==> src/rtl/bus_arb_pkg.sv <==
// Shared types and defaults for the shared-data-bus arbiter.
// The state enum doubles as the IDLE/OWN encoding constants.
package bus_arb_pkg;

    typedef enum logic {
        S_IDLE = 1'b0,
        S_OWN  = 1'b1
    } state_t;

    localparam int BUS_W = 32;
    localparam int BUS_N = 4;

    // Lock counter has to represent 0..max_lock inclusive.
    function automatic int cnt_width(input int max_lock);
        return $clog2(max_lock + 1);
    endfunction

endpackage

==> src/rtl/rr_picker.sv <==
// Combinational round-robin picker: the first asserted request at or above ptr wins,
// wrapping modulo N.
module rr_picker #(
    parameter int N  = 4,
    parameter int PW = 2
) (
    input  logic [N-1:0]  req,
    input  logic [PW-1:0] ptr,
    output logic [N-1:0]  pick,
    output logic          any
);

    logic          found;
    logic [PW-1:0] idx;

    always_comb begin
        pick  = '0;
        found = 1'b0;
        idx   = '0;
        any   = |req;
        for (int k = 0; k < N; k++) begin
            idx = PW'((int'(ptr) + k) % N);
            if (!found && req[idx]) begin
                pick[idx] = 1'b1;
                found     = 1'b1;
            end
        end
    end

endmodule

==> src/rtl/bus_arbiter.sv <==
// Round-robin bus arbiter with bounded lock and destination load-enable fan-out.
// It drives the shared bus and register enables from the current owner's slice.
module bus_arbiter
    import bus_arb_pkg::*;
#(
    parameter int N        = BUS_N,
    parameter int W        = BUS_W,
    parameter int M        = 8,
    parameter int MAX_LOCK = 8
) (
    input  logic           clk,
    input  logic           reset,
    input  logic [N-1:0]   req,
    input  logic [N-1:0]   lock,
    input  logic [N*W-1:0] data_in,
    input  logic [N*M-1:0] ld_mask,
    output logic [N-1:0]   gnt,
    output logic [W-1:0]   bus,
    output logic [M-1:0]   ld_en,
    output logic           busy,
    output logic           timeout
);

    localparam int PW = (N > 1) ? $clog2(N) : 1;
    localparam int CW = cnt_width(MAX_LOCK);

    state_t        state_q, state_d;
    logic [N-1:0]  gnt_q, gnt_d;
    logic [PW-1:0] ptr_q, ptr_d;
    logic [CW-1:0] cnt_q, cnt_d;
    logic          timeout_q, timeout_d;

    logic [N-1:0]  pick;
    logic          any;
    logic [PW-1:0] pick_idx;
    logic [PW-1:0] ptr_nxt;
    logic [N-1:0]  xfer;
    logic          own_lock;
    logic          rearb;

    rr_picker #(
        .N  (N),
        .PW (PW)
    ) u_picker (
        .req  (req),
        .ptr  (ptr_q),
        .pick (pick),
        .any  (any)
    );

    always_comb begin
        pick_idx = '0;
        for (int i = 0; i < N; i++) begin
            if (pick[i]) pick_idx = PW'(i);
        end
        ptr_nxt = (pick_idx == PW'(N - 1)) ? '0 : pick_idx + PW'(1);
    end

    // gnt_q is one-hot, so reducing over all requesters isolates the owner.
    assign xfer     = gnt_q & req;
    assign own_lock = |(gnt_q & req & lock);

    always_comb begin
        state_d   = state_q;
        gnt_d     = gnt_q;
        ptr_d     = ptr_q;
        cnt_d     = cnt_q;
        timeout_d = 1'b0;
        rearb     = 1'b0;

        case (state_q)
            S_IDLE: begin
                rearb = any;
            end
            S_OWN: begin
                if (own_lock && (cnt_q < CW'(MAX_LOCK))) begin
                    cnt_d = cnt_q + CW'(1);
                end else begin
                    timeout_d = own_lock;
                    rearb     = 1'b1;
                end
            end
            default: begin
                state_d = S_IDLE;
                gnt_d   = '0;
            end
        endcase

        // Rearbitration keeps ptr past the old owner, so it gets lowest priority.
        if (rearb) begin
            if (any) begin
                gnt_d   = pick;
                ptr_d   = ptr_nxt;
                cnt_d   = CW'(1);
                state_d = S_OWN;
            end else begin
                gnt_d   = '0;
                cnt_d   = '0;
                state_d = S_IDLE;
            end
        end
    end

    always_ff @(posedge clk or negedge reset) begin
        if (!reset) begin
            state_q   <= S_IDLE;
            gnt_q     <= '0;
            ptr_q     <= '0;
            cnt_q     <= '0;
            timeout_q <= 1'b0;
        end else begin
            state_q   <= state_d;
            gnt_q     <= gnt_d;
            ptr_q     <= ptr_d;
            cnt_q     <= cnt_d;
            timeout_q <= timeout_d;
        end
    end

    always_comb begin
        bus   = '0;
        ld_en = '0;
        for (int i = 0; i < N; i++) begin
            if (xfer[i]) begin
                bus   = bus | data_in[i*W +: W];
                ld_en = ld_en | ld_mask[i*M +: M];
            end
        end
    end

    assign gnt     = gnt_q;
    assign busy    = (state_q == S_OWN);
    assign timeout = timeout_q;

endmodule

==> config.mk <==
export PLATFORM = sky130hd
export DESIGN_NAME = bus_arbiter
export DESIGN_NICKNAME = d
export VERILOG_FILES = /design/src/rtl/bus_arb_pkg.sv /design/src/rtl/rr_picker.sv /design/src/rtl/bus_arbiter.sv
export SDC_FILE = /design/constraint.sdc
export NUM_CORES = 1
export LEC_CHECK = 0
export ABC_AREA = 1
export CORE_ASPECT_RATIO = 0.8
export CORE_MARGIN = 2
export CORE_UTILIZATION = 30
export DETAILED_ROUTE_END_ITERATION = 10
export PLACE_DENSITY_LB_ADDON = 0.05
export SYNTH_ARGS = -nofsm -noshare
export SYNTH_HDL_FRONTEND = slang
export SYNTH_SLANG_ARGS = --single-unit
export TNS_END_PERCENT = 30
==> constraint.sdc <==
create_clock -name clk -period 4.77 [get_ports clk]
set_clock_uncertainty 0.05 [all_clocks]
set_input_delay 1.1925 -clock clk [delete_from_list [all_inputs] [get_ports clk]]
set_output_delay 1.1925 -clock clk [all_outputs]
set_load 0.05 [all_outputs]
# ---- Yosys cells after proc, flatten, opt, wreduce, memory -nomap -nowiden
# Index checks and enable logic that the tools add are counted.
dict set report totals {
  reg_bits 12
  inputBits 170
  out_inout_bits 46
}
dict set report classes {
  add_sub_neg 5
  order_cmp 9
  eq_ne 1
  n_mux 45
  bitwise_logic 12
  n_reduce_logical 17
}
# operator count
set op_table {}
lappend op_table {{two-way mux 32 bit} 4}
lappend op_table {{bitwise OR 32 bit} 3}
lappend op_table {{two-way mux 4 bit} 8}
lappend op_table {{two-way mux 8 bit} 4}
lappend op_table {{bitwise OR 8 bit} 3}
lappend op_table {{two-way mux 1 bit} 17}
lappend op_table {{< comparator 2 x 3 -> 1 bit, second input constant} 4}
lappend op_table {{bitwise OR 4 bit} 3}
lappend op_table {{bitwise AND 4 bit} 2}
lappend op_table {{binary-select mux 1 bit (select 2 bit)} 4}
lappend op_table {{demux 1 bit (select 2 bit)} 4}
lappend op_table {{greater-or-equal comparator 2 x 1 -> 1 bit, second input constant} 4}
lappend op_table {{logical AND 1 bit} 8}
lappend op_table {{OR reduction 4 bit} 2}
lappend op_table {{two-way mux 2 bit} 3}
lappend op_table {{adder 2 x 1 -> 2 bit, second input constant} 2}
lappend op_table {{adder 2 bit, second input constant} 2}
lappend op_table {{adder 4 x 1 -> 4 bit, second input constant} 1}
lappend op_table {{< comparator 4 bit, second input constant} 1}
lappend op_table {{AND reduction 2 bit} 2}
lappend op_table {{nonzero test 2 bit} 2}
lappend op_table {{logical NOT 1 bit} 3}
lappend op_table {{equality test 2 bit, second input constant} 1}
lappend op_table {{one-hot mux 1 bit (2 select lines)} 1}
lappend op_table {{NOT 1 bit} 1}

# ---- Longest topological paths before layout
# Gate-level depths: netlist of run 1.
dict set report logic_depth {
  depth_word 17
  mapped_depth 14
}

# ---- Cells and area by module
# From an unflattened synthesis of run 1, not the netlist that was laid out.
dict set report hier_totals {
  cells_unflattened 374
  area_unflattened_um2 2105.8
}
# module instances cells_per_inst area_per_inst_um2 seq_area_each_um2
set by_module_without_submodules {}
lappend by_module_without_submodules {bus_arbiter 1 300 1700.4 300.3}
lappend by_module_without_submodules {rr_picker 1 74 405.4 0.0}

# ---- Worst setup path after synthesis of run 1
# Ideal clock, no wire load.
dict set report synth_path {
  kind {input port to output port}
  from {input req[0]}
  to {output bus[0]}
  arrival_time_ns 2.105
  required_ns 3.528
  setup_slack_ns 1.423
  cell_stages 5
  n_path_buf 1
  path_cell_list {nand2_1 > inv_1 > clkbuf_1 > nand2_1 > nand4_1}
}
dict set report synth_between {
  elab_chain_cells 8
}
# element line_no
set synth_lines {}
lappend synth_lines {{from (decl)} bus_arbiter.sv:13} ;# input logic [N-1:0] req,
lappend synth_lines {{bitwise AND 4 bit *} bus_arbiter.sv:60} ;# assign xfer = gnt_q & req;
lappend synth_lines {{two-way mux 32 bit *} bus_arbiter.sv:124} ;# if (xfer[i]) begin
lappend synth_lines {{bitwise OR 32 bit} bus_arbiter.sv:125} ;# bus = bus | data_in[i*W +: W];
lappend synth_lines {{two-way mux 32 bit *} bus_arbiter.sv:124}
lappend synth_lines {{bitwise OR 32 bit} bus_arbiter.sv:125}
lappend synth_lines {{two-way mux 32 bit *} bus_arbiter.sv:124}
lappend synth_lines {{bitwise OR 32 bit} bus_arbiter.sv:125}
lappend synth_lines {{two-way mux 32 bit *} bus_arbiter.sv:124}
lappend synth_lines {{to (decl)} bus_arbiter.sv:18} ;# output logic [W-1:0] bus,
# Mark *: on every way between the ends. The rest lies on a longest branch, timed or not.

# ---- Worst setup path in the final report of run 1
dict set report layout_path {
  from {input req[3]}
  to {output bus[14]}
}
dict set report layout_between {
  elab_chain_cells 2
}
# element line_no
set layout_lines {}
lappend layout_lines {{bitwise AND 4 bit} bus_arbiter.sv:60}
lappend layout_lines {{two-way mux 32 bit} bus_arbiter.sv:124}
# No other way between the ends.

==> impl_metrics.toml, run 1 <==
[route]
drc = 0
viasPerCell = 5.043
antenna_left = 0
drtPass1Iterations = 4
wirelength_um = 10920
drtIter0Drc = 138
wire_per_inst_um = 16.70
num_vias = 3298

[cells_and_area]
drive_above_1_share = 0.1195
fillers = 501
seq_area_sq_um = 300.3
stdcell_count = 654
area_growth_pct = 135.0
multi_input_area_sq_um = 1514
final_cell_mix = "clkdlybuf4s50_1 (175), nand2_1 (173), nand3_1 (62)"
final_common_cell = "clkdlybuf4s50_1"
layout.nets = 746

[power_and_ir_drop]
p_leak_nw = 1.958
power_mw = 2.110
vdd_drop_max_mv = 0.2802
power_density_nw_per_um2 = 448.9

[hold_path]
holdPathStages = 2
whs_endpoint = "gnt[3]$_DFFE_PN0N_"
hold_start = "gnt[3]$_DFFE_PN0N_"
hold_path.class = "reg2reg"

[critical_path]
crit_fanout = 21
worst_ep_required_time_ns = 3.53
cp.arrival_ns = 2.92
startpoint_type = "primary input"
rrSetupSlack_ns = 2.61
endpoint_kind = "output pin"
timing.rr.start = "ptr_q[0]$_DFFE_PN0P_"
ff2ff_path_depth = 12
worstReg2RegEnd = "ptr_q[1]$_DFFE_PN0P_"
crit_type = "in2out"

[floorplan]
die_h_um = 77.02
die_w_um = 95.28
coreArea_sq_um = 6409
ios = 216
rows = 26
dieArea_sq_um = 7338
start_util = 0.3120

[cts]
clock_sinks = 12
max-clock-path-buffers = 2
cts_hold_buffers = 0
tritoncts = "done"
cts_resized = 0
root_buffer = "clkbuf_8"
clock_latency_ns = 0.24
cts_buffers = 3
post_cts_buffers = 0
ctsHtreeMaxLevel = 1
cts.reportedPaths.clkPinSlew_ns = 0.05

[synthesis]
ys_warn_count = 0
synth_seq_cells = 12
synth_cell_types = 22
seq_area_frac_synth = 0.1502
mappedNetlistArea_sq_um = 1999
syn_nets = 543
syn_area_per_cell_sq_um = 5.448
synthCells = 367

[sta]
fin_crit_ns = 4.158
setup_violations = 0
setup_ws_ns = 0.6122
hold_viol = 0
slew_viol_final = 0
max_clock_freq_ghz = 0.2405
worst_pin_slew_ns = 0.5474
finalCritPeriodShare = 0.8717
rsz0062_at_grt = "false"
slew_headroom = 0.6339
tns_ns = 0
whs_ns = 0.4695

[flow_run]
drv_cap = 0

[grt]
overflow = 0
grt_first_pass_wirelength_um = 16040
grt_use_total = 0.2798
grt_max_degree = 46
grt_pass1_vias = 3358
antenna_found_initial = 1

[placed_design]
portBuffers = 215
post-dp-hpwl_um = 8931
place_inst = 649
pre_cts_slack_ns = 0.6140
place.gp.congestion = 0.9087

[outcome]
status = "finished, final reports clean"
worst max path at each step:
stage                start      end  slack [ns]  cells past startpoint
floorplan           req[0]   bus[0]        1.42                      5
global placement    req[3]  bus[14]        0.66                      7
detailed placement  req[3]  bus[14]        0.61                      7
CTS                 req[3]  bus[14]        0.61                      7
global route        req[3]  bus[15]        0.54                      7
finish              req[3]  bus[14]        0.61                      7
area by class of cell:
class                           count  area share
Timing Repair Buffer              221      0.5607
Multi-Input combinational cell    310      0.3222
Sequential cell                    12     0.06390
Tap cell                           84     0.02236
Inverter                           22     0.01864
Clock buffer                        4     0.01171
Antenna cell                        1   0.0005325
worst max-delay path, cell delays in order:
cell,delay (ns)
clkdlybuf4s50_1,0.63
nand2_1,0.12
inv_2,0.33
buf_12,0.22
nand2_1,0.07
nand4_1,0.16
buf_12,0.16
report_power, final:
part / leakage (nW) / internal [mW] / switching, mW
sequential: 0.151 / 0.132 / 0.0446
clock: 0.0288 / 0.0729 / 0.0370
combinational: 1.78 / 0.782 / 1.04
synth_stat cells (all sizes together):
| master | number | area [sq um] |
|---|---|---|
| buf | 2 | 18.77 |
| clkbuf | 21 | 78.83 |
| dfrtp | 12 | 300.3 |
| ha | 6 | 75.07 |
| inv | 22 | 87.58 |
| nand2 | 181 | 714.4 |
| nand3 | 64 | 345.3 |
| nand4 | 42 | 262.8 |
| nor2 | 10 | 55.06 |
| nor4 | 1 | 21.27 |
| o211ai | 1 | 7.510 |
| o21ai | 3 | 15.01 |
| xor2 | 2 | 17.52 |
state kept, by name, indices dropped and copies added, names as in the netlist:
register,cells
timeout,1
cnt_q,4
busy,1
ptr_q,2
gnt,4
per-layer routing:
layer  vias up  GRT usage  share of wire  wire [um]
met5         -          0              0          0
met4         0    0.09130          0.029        312
met3        22    0.08546           0.10       1101
met2       174     0.5296           0.52       5655
met1      1476     0.2857           0.35       3852
li1       1626          -              -          -
cell families (layout without fill, tap and decap cells):
| family | count (synthesis) | count (layout) | synth area share |
|---|---|---|---|
| buffers and inverters | 45 | 247 | 0.09262 |
| AO/OA/AOI/OAI | 4 | 4 | 0.01126 |
| adder cells (fa/ha/maj) | 6 | 6 | 0.03755 |
| XOR/XNOR | 2 | 2 | 0.008763 |
| other | 0 | 1 | 0 |
| flip-flops | 12 | 12 | 0.1502 |
| AND/OR/NAND/NOR | 298 | 298 | 0.6996 |
metrics by stage:
stage / area (sq um) / util
detailed placement: 4642 / 0.7243
finish: 4700 / 0.7333
floorplan: 1999 / -
global placement: 4642 / 0.7243
global route: 4700 / 0.7333
CTS: 4697 / 0.7329
No activity file was read; power rests on OpenSTA's default activity.
==> inputs of run 2 (changes only) <==
- SYNTH_HIERARCHICAL: default -> 1
==> impl_metrics.toml, run 2 <==
[outcome]
status = "finished, final reports clean"

[route]
route.met3.wl_um = 1059
num_vias = 3435
wirelength_um = 11110
drtIter0Drc = 161
met2_length_um = 5457
dr.max_layer_used = "met4"
wl_met1_um = 4205
antenna_left = 0
drc = 0
viasPerCell = 5.236
wire_per_inst_um = 16.93
drtPass1Iterations = 5

[synthesis]
synth_cell_types = 20
yosys.area.top_type = "nand3_1"
synth_edf_count = 0
synth_ff_type = "dfrtp_1"
seq_area_frac_synth = 0.1426
syn_nets = 551
synth.area.top_cells = "nand3_1 (28%), nand2_1 (22%), dfrtp_1 (14%)"
mappedNetlistArea_sq_um = 2106
ys_warn_count = 6
async_flop_share = 1.000
syn_area_per_cell_sq_um = 5.630
synth_top_area_share = 0.2757
synth_commonest_cells = "nand2_1 (125), nand3_1 (116), nand4_1 (42)"
synthCells = 374
synth_most_common_cell = "nand2_1"
synth_seq_cells = 12

[power_and_ir_drop]
power_density_nw_per_um2 = 448.2
vdd_drop_max_mv = 0.2430
power_mw = 2.107
p_leak_nw = 1.954

[placed_design]
place_area_sq_um = 4647
place.gp.congestion = 0.9284
post-dp-hpwl_um = 8679
portBuffers = 215

[critical_path]
path_cells = "clkdlybuf4s50_1, nand2_1, inv_1, buf_4, nand2_1, nand4_1, buf_12"
crit_type = "in2out"
setup.worst_path.start = "req[2]"
cpMostUsedCell = "nand2_1"
ff2ff_path_depth = 13
crit_end = "bus[13]"
crit_family = "buffers and inverters"
endpoint_kind = "output pin"
rrSetupSlack_ns = 2.50
cp.depth = 7
worst_ep_required_time_ns = 3.53
crit_fanout = 40
startpoint_type = "primary input"
timing.rr.start = "ptr_q[0]$_DFFE_PN0P_"
cp.buffers_inverters = 4
worstReg2RegEnd = "ptr_q[1]$_DFFE_PN0P_"
cp.arrival_ns = 2.76
max_stage_delay_ns = 0.57
slowest_stage = "clkdlybuf4s50_1"

[sta]
fin_crit_ns = 3.999
setup_violations = 0
slew_viol_final = 0
hold_viol = 0
finalCritPeriodShare = 0.8383
worst_pin_slew_ns = 0.5492
tns_ns = 0
max_clock_freq_ghz = 0.2501
whs_ns = 0.4626
rsz0062_at_grt = "false"
slew_headroom = 0.6327

[floorplan]
coreArea_sq_um = 6824
ios = 216
rows = 27
start_util = 0.3086
die_h_um = 78.94
die_w_um = 97.67
dieArea_sq_um = 7710

[cts]
post_cts_buffers = 0
ctsHtreeMaxLevel = 1
cts_resized = 0
max-clock-path-buffers = 2
root_buffer = "clkbuf_8"
tritoncts = "done"
cts_hold_buffers = 0
clock_sinks = 12
cts_buffers = 3
clock_latency_ns = 0.25
cts.reportedPaths.clkPinSlew_ns = 0.05

[cells_and_area]
multi_input_area_sq_um = 1565
final_common_cell = "clkdlybuf4s50_1"
n_antenna_cell = 0
final_util = 0.6890
fillers = 583
area_growth_pct = 123.3
layout.nets = 747
final_cell_mix = "clkdlybuf4s50_1 (175), nand2_1 (125), nand3_1 (116)"
fin_area_sq_um = 4702
drive_above_1_share = 0.1125
seq_area_sq_um = 300.3

[grt]
grt_pass1_vias = 3370
grt_first_pass_wirelength_um = 16910
grt_max_degree = 45
overflow = 0
antenna_found_initial = 0
grt_use_total = 0.2715

[hold_path]
hold_path.class = "reg2reg"
hold_start = "cnt_q[1]$_DFFE_PN0P_"

[flow_run]
drv_cap = 0
-- run 2: cell types whose count changed in the layout (fill, tap and decap cells not counted), moves of 3 or more --
cell,change
nand3_1,+54
nand2_1,-48
nand3_2,+4
a21oi_1,+3
buf_12,-3
buf_4,+3
nor2_1,-3
-- run 2: per-layer routing --
layer,vias up,global-route usage
met1,1539,0.3095
met5,-,0
met4,0,0.1000
li1,1676,-
met2,192,0.4793
met3,28,0.08627
-- run 2: where the power goes --
group	leakage, nW	internal [mW]	switching (mW)	total [mW]
Sequential	0.152	0.134	0.0500	0.184
Clock	0.0288	0.0730	0.0395	0.113
Combinational	1.77	0.769	1.04	1.81
Total	1.95	0.976	1.13	2.11
-- run 2: worst min-delay path by stage --
stage | to | slack (ns) | cells past startpoint
global route | cnt_q[1]$_DFFE_PN0P_ | 0.51 | 2
detailed placement | cnt_q[1]$_DFFE_PN0P_ | 0.45 | 2
global placement | cnt_q[1]$_DFFE_PN0P_ | 0.44 | 2
CTS | cnt_q[1]$_DFFE_PN0P_ | 0.47 | 2
finish | cnt_q[1]$_DFFE_PN0P_ | 0.46 | 2
floorplan | cnt_q[1]$_DFFE_PN0P_ | 0.43 | 2
-- run 2: layout make-up --
type                            instances  area share
Timing Repair Buffer                  221      0.5524
Multi-Input combinational cell        312      0.3329
Sequential cell                        12     0.06386
Tap cell                               87     0.02315
Inverter                               20     0.01597
Clock buffer                            4     0.01171
-- run 2: cell families (layout without fill, tap and decap cells) --
| group | Yosys count | after routing | share of synthesized area |
|---|---|---|---|
| simple gates | 298 | 298 | 0.6797 |
| buf+inv | 50 | 245 | 0.1141 |
| flops | 12 | 12 | 0.1426 |
| fa+ha+maj | 7 | 7 | 0.04159 |
| compound gates | 5 | 5 | 0.01366 |
| xor+xnor | 2 | 2 | 0.008320 |
-- run 2: worst reg2reg max path, stage by stage (launching register included) --
cell	delay (ns)
dfrtp_1	0.58
inv_2	0.18
ha_1	0.38
inv_1	0.11
nand3_1	0.08
nand2_1	0.11
nand2_4	0.07
nor2_4	0.13
nand2_1	0.06
nand3_1	0.12
inv_1	0.05
a21oi_1	0.12
nand3_1	0.09
nand2_1	0.09
-- run 2: through the flow --
| stage | instances | setup slack, ns |
|---|---|---|
| final | 656 | 0.7713 |
| after global placement | 652 | 0.7867 |
| after floorplan | 374 | 1.497 |
| after global routing | 656 | 0.6427 |
| after detailed placement | 652 | 0.8021 |
| after CTS | 656 | 0.7910 |
==> inputs of run 3 (changes only) <==
- CORE_UTILIZATION: 30 -> 27
- clock period: 4.77 -> 3.3 ns (I/O delays scaled with it)
==> impl_metrics.toml, run 3 (synthesis gave the netlist of run 2 again) <==
[power_and_ir_drop]
p_leak_nw = 1.988
power_density_nw_per_um2 = 638.2
vdd_drop_max_mv = 0.3718
power_mw = 3.059

[critical_path]
crit_fanout = 40
startpoint_type = "primary input"
cp.arrival_ns = 2.11
worstReg2RegEnd = "ptr_q[0]$_DFFE_PN0P_"
endpoint_kind = "output pin"
max_stage_delay_ns = 0.47
worst_ep_required_time_ns = 2.42
path_cells = "clkdlybuf4s50_1, nand2_1, inv_1, buf_12, nand2_1, nand4_1, buf_12"
rrSetupSlack_ns = 0.97
timing.rr.start = "ptr_q[0]$_DFFE_PN0P_"
ff2ff_path_depth = 13
crit_type = "in2out"
crit_family = "buffers and inverters"
cp.buffers_inverters = 4
slowest_stage = "clkdlybuf4s50_1"

[sta]
tns_ns = 0
fin_crit_ns = 2.990
hold_viol = 0
setup_violations = 0
max_clock_freq_ghz = 0.3344
slew_headroom = 0.6168
whs_ns = 0.4627
rsz0062_at_grt = "false"
finalCritPeriodShare = 0.9061
slew_viol_final = 0
worst_pin_slew_ns = 0.5730

[cells_and_area]
area_growth_pct = 127.6
final_util = 0.6424
final_common_cell = "clkdlybuf4s50_1"
layout.nets = 751
fin_area_sq_um = 4793
drive_above_1_share = 0.1224
n_antenna_cell = 0
final_cell_mix = "clkdlybuf4s50_1 (172), nand2_1 (125), nand3_1 (116)"

[placed_design]
place_area_sq_um = 4752
post-dp-hpwl_um = 9000
portBuffers = 215
place.gp.congestion = 0.8890

[route]
viasPerCell = 5.074
wire_per_inst_um = 16.93
antenna_left = 0
drtPass1Iterations = 5
num_vias = 3435
drc = 0
wirelength_um = 11460
drtIter0Drc = 168

[hold_path]
hold_path.class = "reg2reg"
holdPathStages = 2
whs_endpoint = "cnt_q[1]$_DFFE_PN0P_"
hold_start = "cnt_q[1]$_DFFE_PN0P_"

[floorplan]
rows = 28
start_util = 0.2822
die_h_um = 82.99
coreArea_sq_um = 7462
dieArea_sq_um = 8526
die_w_um = 102.7
ios = 216

[grt]
grt_pass1_vias = 3300
overflow = 0
antenna_found_initial = 0
grt_max_degree = 43
grt_first_pass_wirelength_um = 17110
grt_use_total = 0.2518

[cts]
cts.reportedPaths.clkPinSlew_ns = 0.05
ctsHtreeMaxLevel = 1
cts_resized = 0
cts_hold_buffers = 0
post_cts_buffers = 0
cts_buffers = 3
clock_sinks = 12
clock_latency_ns = 0.24
max-clock-path-buffers = 2
root_buffer = "clkbuf_8"
tritoncts = "done"

[flow_run]
drv_cap = 0

[outcome]
status = "finished, final reports clean"
-- run 3: cell types whose count changed in the layout (fill, tap and decap cells not counted), sizes merged --
cell,previous run,this run
buf,46,53
clkdlybuf4s50,175,172
clkbuf,4,3
-- run 3: layer usage --
metal	part of all wire	wire length [um]	up-vias	GRT usage
met5	0	0	-	0
met4	0.025	286	0	0.05742
met3	0.10	1150	18	0.07071
met2	0.50	5719	180	0.4498
met1	0.38	4306	1556	0.2945
li1	-	-	1681	-
-- run 3: area by class of cell --
class | instances | area [sq um]
timing repair buffer | 225 | 2680
fill | 700 | 2669
multi-input combinational | 312 | 1565
sequential | 12 | 300.3
tap | 105 | 131.4
inverter | 20 | 75.07
clock buffer | 3 | 41.29
-- run 3: worst max-delay path by stage --
stage | from | endpoint | slack (ns) | cells after the start
floorplan | req[1] | bus[0] | 0.76 | 4
global placement | req[0] | bus[12] | 0.31 | 7
detailed placement | req[2] | bus[11] | 0.31 | 7
CTS | req[2] | bus[11] | 0.30 | 7
global route | req[2] | bus[11] | 0.25 | 7
finish | req[2] | bus[12] | 0.31 | 7
-- run 3: worst reg2reg max path: cells and delay by family (launching register included) --
kind / cells / cell delay (ns)
AND/OR/NAND/NOR: 8 / 0.75
buffers and inverters: 3 / 0.35
flip-flops: 1 / 0.58
adder cells (fa/ha/maj): 1 / 0.39
AO/OA/AOI/OAI: 1 / 0.13
-- run 3: report_power, final --
part,total [mW],switching (mW),leakage [nW],internal [mW]
combinational,2.65,1.52,1.81,1.13
sequential,0.269,0.0751,0.152,0.194
clock,0.136,0.0556,0.0216,0.0804
total,3.06,1.65,1.99,1.41
-- run 3: metrics by stage --
step | setup slack [ns] | std cells
floorplan | 0.7621 | 374
global placement | 0.3073 | 674
detailed placement | 0.3114 | 674
CTS | 0.2993 | 677
global route | 0.2485 | 677
finish | 0.3100 | 677
